### config.mk
export PLATFORM = sky130hd
export DESIGN_NAME = jk_bank_driver_flat
export DESIGN_NICKNAME = d
export VERILOG_FILES = /design/src/rtl/jk_bank_driver_pkg.sv /design/src/rtl/jk_bank_driver_if.sv /design/src/rtl/jk_bank_driver_excite.sv /design/src/rtl/jk_bank_driver.sv /design/src/flat_wrapper.sv
export SDC_FILE = /design/constraint.sdc
export NUM_CORES = 1
export LEC_CHECK = 0
export ABC_CLOCK_PERIOD_IN_PS = 2100
export CAP_MARGIN = 15
export CORE_MARGIN = 5
export CORE_UTILIZATION = 25
export DETAILED_ROUTE_END_ITERATION = 10
export GPL_TIMING_DRIVEN = 0
export PLACE_DENSITY_LB_ADDON = 0.12
export SLEW_MARGIN = 5
export SYNTH_ARGS = -nofsm -noshare
export SYNTH_HDL_FRONTEND = slang
export SYNTH_SLANG_ARGS = --single-unit
### constraint.sdc
create_clock -name CLK -period 2.1 [get_ports CLK]
set_input_delay 0.42 -clock CLK [delete_from_list [all_inputs] [get_ports CLK]]
set_output_delay 0.42 -clock CLK [all_outputs]
set_load 0.01 [all_outputs]
### src/rtl/jk_bank_driver_pkg.sv
// Shared encodings for JK-bank drivers and the microcode decode that feeds them.
package jk_bank_driver_pkg;

    // Word-level operation requested of a JK flop bank.
    typedef enum logic [1:0] {
        OP_LOAD   = 2'b00,
        OP_SET    = 2'b01,
        OP_CLEAR  = 2'b10,
        OP_TOGGLE = 2'b11
    } op_e;

    // Driver sequencing: one excitation cycle, then one readback cycle.
    typedef enum logic [1:0] {
        ST_IDLE  = 2'b00,
        ST_DRIVE = 2'b01,
        ST_CHECK = 2'b10
    } state_e;

    localparam int JK_DEF_WIDTH = 8;

endpackage

### src/rtl/jk_bank_driver_if.sv
// Request/readback bundle between register control, the driver and the flop bank.
// Q_FB sits on the master side because the controller side also owns the bank wiring.
interface jk_bank_driver_if
    import jk_bank_driver_pkg::*;
#(
    parameter int WIDTH = JK_DEF_WIDTH
);
    logic             REQ;
    op_e              OP;
    logic [WIDTH-1:0] TARGET;
    logic [WIDTH-1:0] Q_FB;
    logic             ERR_CLR;
    logic [WIDTH-1:0] J;
    logic [WIDTH-1:0] K;
    logic             BUSY;
    logic             ACK;
    logic             ERR;
    logic [WIDTH-1:0] EXPECT;

    modport master (
        output REQ, OP, TARGET, Q_FB, ERR_CLR,
        input  J, K, BUSY, ACK, ERR, EXPECT
    );

    modport slave (
        input  REQ, OP, TARGET, Q_FB, ERR_CLR,
        output J, K, BUSY, ACK, ERR, EXPECT
    );
endinterface

### src/rtl/jk_bank_driver_excite.sv
// Per-bit J/K excitation and predicted Q for one word-level op on a JK bank.
// Purely combinational so other bank drivers can reuse it.
module jk_excite
    import jk_bank_driver_pkg::*;
#(
    parameter int WIDTH = JK_DEF_WIDTH
) (
    input  op_e              op,
    input  logic [WIDTH-1:0] target,
    input  logic [WIDTH-1:0] q0,
    output logic [WIDTH-1:0] j,
    output logic [WIDTH-1:0] k,
    output logic [WIDTH-1:0] expect_q
);

    // TARGET acts as the load value for LOAD and as a bit mask otherwise.
    always_comb begin
        j        = '0;
        k        = '0;
        expect_q = q0;
        unique case (op)
            OP_LOAD: begin
                j        = target;
                k        = ~target;
                expect_q = target;
            end
            OP_SET: begin
                j        = target;
                expect_q = q0 | target;
            end
            OP_CLEAR: begin
                k        = target;
                expect_q = q0 & ~target;
            end
            OP_TOGGLE: begin
                j        = target;
                k        = target;
                expect_q = q0 ^ target;
            end
            default: ;
        endcase
    end

endmodule

### src/rtl/jk_bank_driver.sv
// Sequences one JK-bank op: excite for one cycle, read Q back, ACK and flag mismatches.
module jk_bank_driver
    import jk_bank_driver_pkg::*;
#(
    parameter int WIDTH    = JK_DEF_WIDTH,
    parameter bit CHECK_EN = 1'b1
) (
    input  logic            CLK,
    input  logic            RESET_N,
    jk_bank_driver_if.slave bus
);

    state_e           state_q, state_d;
    logic             accept;
    logic [WIDTH-1:0] exc_j, exc_k, exc_expect;
    logic [WIDTH-1:0] j_q, k_q, expect_q;
    logic             ack_q, err_q;
    logic             mismatch;

    // Q_FB at accept time is the pre-op snapshot Q0; it is only consumed on that edge.
    jk_excite #(.WIDTH(WIDTH)) u_excite (
        .op       (bus.OP),
        .target   (bus.TARGET),
        .q0       (bus.Q_FB),
        .j        (exc_j),
        .k        (exc_k),
        .expect_q (exc_expect)
    );

    // State register; reset parks the driver in IDLE.
    always_ff @(posedge CLK or negedge RESET_N) begin
        if (!RESET_N) state_q <= ST_IDLE;
        else          state_q <= state_d;
    end

    // Next state: REQ is looked at only in IDLE, so requests while busy are dropped.
    always_comb begin
        state_d = state_q;
        accept  = 1'b0;
        unique case (state_q)
            ST_IDLE: begin
                if (bus.REQ) begin
                    accept  = 1'b1;
                    state_d = ST_DRIVE;
                end
            end
            ST_DRIVE: state_d = ST_CHECK;
            ST_CHECK: state_d = ST_IDLE;
            default:  state_d = ST_IDLE;
        endcase
    end

    assign mismatch = CHECK_EN && (state_q == ST_CHECK) && (bus.Q_FB != expect_q);

    // J/K are nonzero only for the DRIVE cycle; EXPECT holds until the next accept.
    always_ff @(posedge CLK or negedge RESET_N) begin
        if (!RESET_N) begin
            j_q      <= '0;
            k_q      <= '0;
            expect_q <= '0;
        end else begin
            j_q <= accept ? exc_j : '0;
            k_q <= accept ? exc_k : '0;
            if (accept) expect_q <= exc_expect;
        end
    end

    // ACK follows the CHECK exit edge; a mismatch outranks a same-cycle ERR_CLR.
    always_ff @(posedge CLK or negedge RESET_N) begin
        if (!RESET_N) begin
            ack_q <= 1'b0;
            err_q <= 1'b0;
        end else begin
            ack_q <= (state_q == ST_CHECK);
            if (mismatch)         err_q <= 1'b1;
            else if (bus.ERR_CLR) err_q <= 1'b0;
        end
    end

    assign bus.J      = j_q;
    assign bus.K      = k_q;
    assign bus.EXPECT = expect_q;
    assign bus.ACK    = ack_q;
    assign bus.ERR    = err_q;
    assign bus.BUSY   = (state_q != ST_IDLE);

endmodule

### src/flat_wrapper.sv
// flat-port wrapper written by rule: the top's interface ports become plain ports
module jk_bank_driver_flat import jk_bank_driver_pkg::*;
#(
    parameter int WIDTH    = JK_DEF_WIDTH,
    parameter bit CHECK_EN = 1'b1
)
  (CLK, RESET_N, bus_REQ, bus_OP, bus_TARGET, bus_Q_FB, bus_ERR_CLR, bus_J, bus_K, bus_BUSY, bus_ACK, bus_ERR, bus_EXPECT);
  jk_bank_driver_if #(.WIDTH(WIDTH)) bus_i ();
  input  logic CLK;
  input  logic RESET_N;
  input wire logic [$bits(bus_i.REQ)-1:0] bus_REQ;
  input wire logic [$bits(bus_i.OP)-1:0] bus_OP;
  input wire logic [$bits(bus_i.TARGET)-1:0] bus_TARGET;
  input wire logic [$bits(bus_i.Q_FB)-1:0] bus_Q_FB;
  input wire logic [$bits(bus_i.ERR_CLR)-1:0] bus_ERR_CLR;
  output wire logic [$bits(bus_i.J)-1:0] bus_J;
  output wire logic [$bits(bus_i.K)-1:0] bus_K;
  output wire logic [$bits(bus_i.BUSY)-1:0] bus_BUSY;
  output wire logic [$bits(bus_i.ACK)-1:0] bus_ACK;
  output wire logic [$bits(bus_i.ERR)-1:0] bus_ERR;
  output wire logic [$bits(bus_i.EXPECT)-1:0] bus_EXPECT;
  assign bus_i.REQ = bus_REQ;
  assign bus_i.OP = bus_OP;
  assign bus_i.TARGET = bus_TARGET;
  assign bus_i.Q_FB = bus_Q_FB;
  assign bus_i.ERR_CLR = bus_ERR_CLR;
  assign bus_J = bus_i.J;
  assign bus_K = bus_i.K;
  assign bus_BUSY = bus_i.BUSY;
  assign bus_ACK = bus_i.ACK;
  assign bus_ERR = bus_i.ERR;
  assign bus_EXPECT = bus_i.EXPECT;
  jk_bank_driver #(.WIDTH(WIDTH), .CHECK_EN(CHECK_EN)) u_core (.CLK(CLK), .RESET_N(RESET_N), .bus(bus_i));
endmodule
# [Word level (Yosys, flattened, before mapping)]
# Cells that the tools add are included.
[classes] muxes=11 bitwise_logic=4 n_reduce_logical=7 n_eq_ne=7
[ops] op="8-bit one-hot mux with 4 select lines" n=1
[ops] op="8-bit 2-to-1 mux" n=3
[ops] op="8-bit one-hot mux with 2 select lines" n=1
[ops] op="8-bit AND" n=1
[ops] op="8-bit inequality test" n=1
[ops] op="8-bit NOT" n=1
[ops] op="8-bit bitwise OR" n=1
[ops] op="8-bit bitwise XOR" n=1
[ops] op="2-bit == test (second input constant)" n=3
[ops] op="2-bit by 1-bit == test with 1-bit output (second input constant)" n=2
[ops] op="2-bit zero test" n=2
[ops] op="1-bit 2-to-1 mux" n=4
[ops] op="2-bit one-hot mux with 2 select lines" n=1
[ops] op="2-bit nonzero test" n=2
[ops] op="3-bit OR reduction" n=1
[ops] op="2-bit 2-to-1 mux" n=1
[ops] op="2-bit inequality test (second input constant)" n=1
[ops] op="2-bit OR reduction" n=1
[ops] op="1-bit logical AND" n=1
[word_totals] ff_bits=28

# [Longest topological paths before layout]
[logic_depth] word_depth=4 depth_mapped=6 mapped_depth_nobuf=5

# [By module]
# From an unflattened synthesis, not the netlist that was laid out.
[unflattened] cells_unflattened=149 hier_area_um2=1721.7
[by_module_without_submodules] module="jk_bank_driver" area_each_um2=1066.0 seq_area_each_um2=700.7 instances=1 cells_per_inst=72
[by_module_without_submodules] module="jk_excite" area_each_um2=655.6 seq_area_each_um2=0.0 instances=1 cells_per_inst=77

# [Worst setup path after synthesis]
# Ideal clock, no wire load.
[synth_path] path_kind="input to register" start="input bus_Q_FB[0]" end="register u_core.expect_q[0] (netlist: u_core.bus.EXPECT[0])" setup_ns=0.131 n_path_buf=0 path_slack_ns=0.822 arrival_time_ns=1.147 path_stages=5 path_cell_list="inv_1 ha_1 mux2_2 a21oi_1 o21ai_0"
[synth_between] elab_chain_cells=2 elab_cells_between_ends=4
[synth_lines] item="from (decl)" line_no="flat_wrapper.sv:14" text="input wire logic [$bits(bus_i.Q_FB)-1:0] bus_Q_FB;"
[synth_lines] item="8-bit bitwise XOR, or another cell as far along" line_no="jk_bank_driver_excite.sv:38" text="expect_q = q0 ^ target;"
[synth_lines] item="8-bit one-hot mux with 4 select lines *" line_no="jk_bank_driver_excite.sv:21" text="unique case (op)"
[synth_lines] item="to (signal assigned)" line_no="jk_bank_driver.sv:64" text="if (accept) expect_q <= exc_expect;"
[synth_lines] item="to (decl)" line_no="jk_bank_driver.sv:16" text="logic [WIDTH-1:0] j_q, k_q, expect_q;"
# Every way passes the cells marked *; elsewhere a longest branch is shown, timed or not.
# A chain may end at the register's enable or synchronous reset.

# [Worst setup path in the final report]
[layout_path] start="register u_core.state_q[1]" end="output bus_BUSY"
[layout_between] elab_chain_cells=1
[layout_lines] item="from (decl)" line_no="jk_bank_driver.sv:13" text="state_e state_q, state_d;"
[layout_lines] item="from (signal assigned)" line_no="jk_bank_driver.sv:33" text="else state_q <= state_d;"
[layout_lines] item="2-bit nonzero test" line_no="jk_bank_driver.sv:85" text="assign bus.BUSY = (state_q != ST_IDLE);"
[layout_lines] item="to (decl)" line_no="flat_wrapper.sv:18" text="output wire logic [$bits(bus_i.BUSY)-1:0] bus_BUSY;"
# Every way passes these cells.

==> summary.md <==
| Metric | Value |
|---|---|
| Status | finished, final reports clean |
| Sw Share | 28.7% |
| Fin crit share | 84.0% |
| DR WL met2 | 1.81 mm |
| Avg Inst Size Synth | approximately 9.7 µm² |
| CP startpoint kind | flop |
| Fin Setup TNS | 0 ns |
| Share of cells above drive strength 1 | 11.3% |
| Flop pwr share | 41.4% |
| Skew final | 0.00989 ns |
| Nets | 260 |
| Row count | 29 |
| Total power divided by cell area | 697 nW/µm² |
| Initial core utilization | 25.9% |
| Highest routed layer | met4 |
| YS warnings | 0 |
| Routed length on met3 | between 200 and 250 µm |
| Number of max-cap violations | 0 |
| Remaining DRCs | 0 |
| Largest net degree at the start of global routing | 29 |
| Period minus WS final | 1.76 ns |
| Worst Path Max Fanout | 3 |
| Vias in the first global route | 1358 |
| Commonest non-fill, non-tap cell in the layout | clkdlybuf4s50_1 |
| Seq cells post-synth | 28 |
| CTS resizes | 0 |
| Synthesized area | 1660 µm² |
| Wire length of the first global-routing pass | 7.14 mm |
| Die W | just over 90 µm |
| WP data required | around 1.7 ns |
| Final setup fails | 0 |
| Cts hold-fix bufs | 0 |
| CTS tree | built |
| Crit end category | output pin |
| Layout fillers | 666 |
| Critical Path AT | 1.34 ns |
| Endpoints failing hold | 0 |
| Iter 0 DRT Violations | 54 |
| Slew @ Worst Pin | 0.659 ns |
| F_max | roughly 0.57 GHz |
| Dpl cells | a little under 300 |
| Area leader, netlist | dfrtp_1 |
| Via density | 4.21 |
| H-tree depth | 1 |
| Share of the synthesized area in the top cell type | approximately 42% |
| Wl on met1 | 2.09 mm |
| Internal power | 0.00113 W |
| FF/Latch Area | 701 µm² |
| Hold crit path type | in -> async |
| Routed WL | 4.16 mm |
| Tot Pwr | 0.00159 W |
| Via count | 1255 |
| Multi-input gate area | between 700 and 800 µm² |
| Skew-Pair Late Insertion Delay | roughly 0.28 ns |
| Die area | 8350 µm² |
| Placer Congestion | roughly 0.70 |
| R2r worst-path depth | 4 |
| Critical path type | reg -> out |
| Combinational fraction of design power | 31.0% |
| Reg2reg end | u_core.bus.J[0]$_DFF_PN0_ |
| Antenna diodes | 0 |
| Synth Net Count | roughly 210 |
| Die Ht | roughly 91 µm |
| Clock transition at path regs | 0.11 ns |
| Dpl hpwl | 3.13 mm |
| Setup Buffers After CTS | 0 |
| Dominant cells by area after synthesis | dfrtp_1 42%, ha_1 12%, a21oi_1 4.8% |
| Initial antenna violation count | 0 |
| Syn-to-layout area delta | 37.6% |
| Switching power | 0.000456 W |
| Root Driver | clkbuf_8 |
| Sequential area share after synthesis | a little over two fifths |
| Routed Antenna Nets | 0 |
| Clock share of power | between 20% and 30% |
| Non-filler instance count after layout | 298 |
| Core ar. | 6390 µm² |
| Total grt overflow | 0 |
| Post-DP Area | 2210 µm² |
| Maximum root-to-sink buffer count | 2 |
| Commonest non-fill, non-tap cells in the layout | 45 x clkdlybuf4s50_1, 28 x dfrtp_1, 20 x inv_1, 17 x nor2_1 |
| I/O Pins | 49 |
| Total CTS buffers | 3 |
| Post-route cell area | 2280 µm² |
| CTS sink cnt | 28 |
| Reg2reg start | u_core.state_q[1]$_DFFE_PN0P_ |
| Synth Instances | 171 |
| Tot GR Track Use | a little over a tenth |
| Fin. max-slew vios | 0 |
| Maximum vdd drop | 0.000295 V |
| Unique cell type count in the Yosys netlist | 22 |
| WL/cell | 14.0 µm |
| Initial DRT Pass Iterations | 4 |
| Slew headroom | 56.1% |
| CP Launch Point | u_core.state_q[1]$_DFFE_PN0P_ |
| Port Buffers | 46 |
| Unrepaired setup endpoints after global routing | no |
| R2r setup slk | 0.72 ns |
| P_leak | ~1.1 nW |
-- power groups by stage --
stage | Clock [W] | Sequential, W | Combinational [W]
global placement | 0 | 0.000670 | 0.000500
CTS | 0.000466 | 0.000659 | 0.000504
detailed placement | 0 | 0.000669 | 0.000502
finish | 0.000438 | 0.000657 | 0.000492
global route | 0.000480 | 0.000670 | 0.000547
floorplan | 0 | 0.000699 | 0.000209
-- flip-flops by register name (all words and copies together) (netlist names) --
name	flops
u_core.bus.ERR	1
u_core.bus.J	8
u_core.bus.K	8
u_core.bus.EXPECT	8
u_core.bus.ACK	1
u_core.state_q	2
-- synthesized netlist by cell type --
master,number
o21ai_1,5
buf_2,5
a21oi_1,16
buf_12,1
a211oi_1,6
dfrtp_1,28
o21ai_0,5
nor2b_1,2
mux2_4,4
mux2_2,4
clkbuf_1,1
inv_1,20
a211oi_2,2
and2_1,8
ha_1,16
buf_6,3
a21oi_2,1
nor2_1,17
nand2_1,9
nand4_1,2
xnor2_1,8
nor3_1,8
-- area by class of cell --
class,instances,share of cell area (%)
plain buffers,10,3.62
clock inverters,1,1.32
clock buffers,3,1.81
well taps,77,4.23
inverters,20,3.29
repair buffers,46,20.0
flip-flops and latches,28,30.8
multi-input cells,113,35.0
-- per-stage QoR --
step | worst slack (ns) | utilization [%] | hold WS [ns]
global placement | 0.0763 | 34.6 | 0.436
floorplan | 0.822 | - | 0.124
global route | 0.248 | 35.7 | 0.209
finish | 0.337 | 35.7 | 0.154
detailed placement | 0.0934 | 34.6 | 0.436
CTS | 0.309 | 35.7 | 0.167
-- logic make-up (layout without fill, tap and decap cells) --
family	after synthesis	after routing	synth area share, %
mux	8	8	6.35
compound gates	35	35	12.6
xor+xnor	8	8	4.23
simple gates	46	46	12.8
fa+ha+maj	16	16	12.1
buf+inv	30	80	9.52
flops	28	28	42.3
-- metal layers --
metal	global-route usage [%]	vias to the layer above
met5	0	-
met2	16.0	37
met3	2.48	2
li1	-	655
met4	1.83	0
met1	15.2	561
-- worst max-delay path, cell delays in order, from the launching register on --
cell and delay, ns:
dfrtp_1 0.41, nor2_1 0.14, inv_1 0.05, clkdlybuf4s50_1 0.47
-- how the worst max path moves through the flow --
stage	cells past startpoint	slack, ns	end
6_report	3	0.34	bus_BUSY
5_1_grt	3	0.25	bus_BUSY
4_1_cts	3	0.31	bus_BUSY
3_5_place_dp	6	0.09	u_core.bus.EXPECT[3]$_DFFE_PN0P_
3_3_place_gp	1	0.08	u_core.bus.EXPECT[4]$_DFFE_PN0P_
2_1_floorplan	5	0.82	u_core.bus.EXPECT[0]$_DFFE_PN0P_
(Power assumes the default switching activity.)
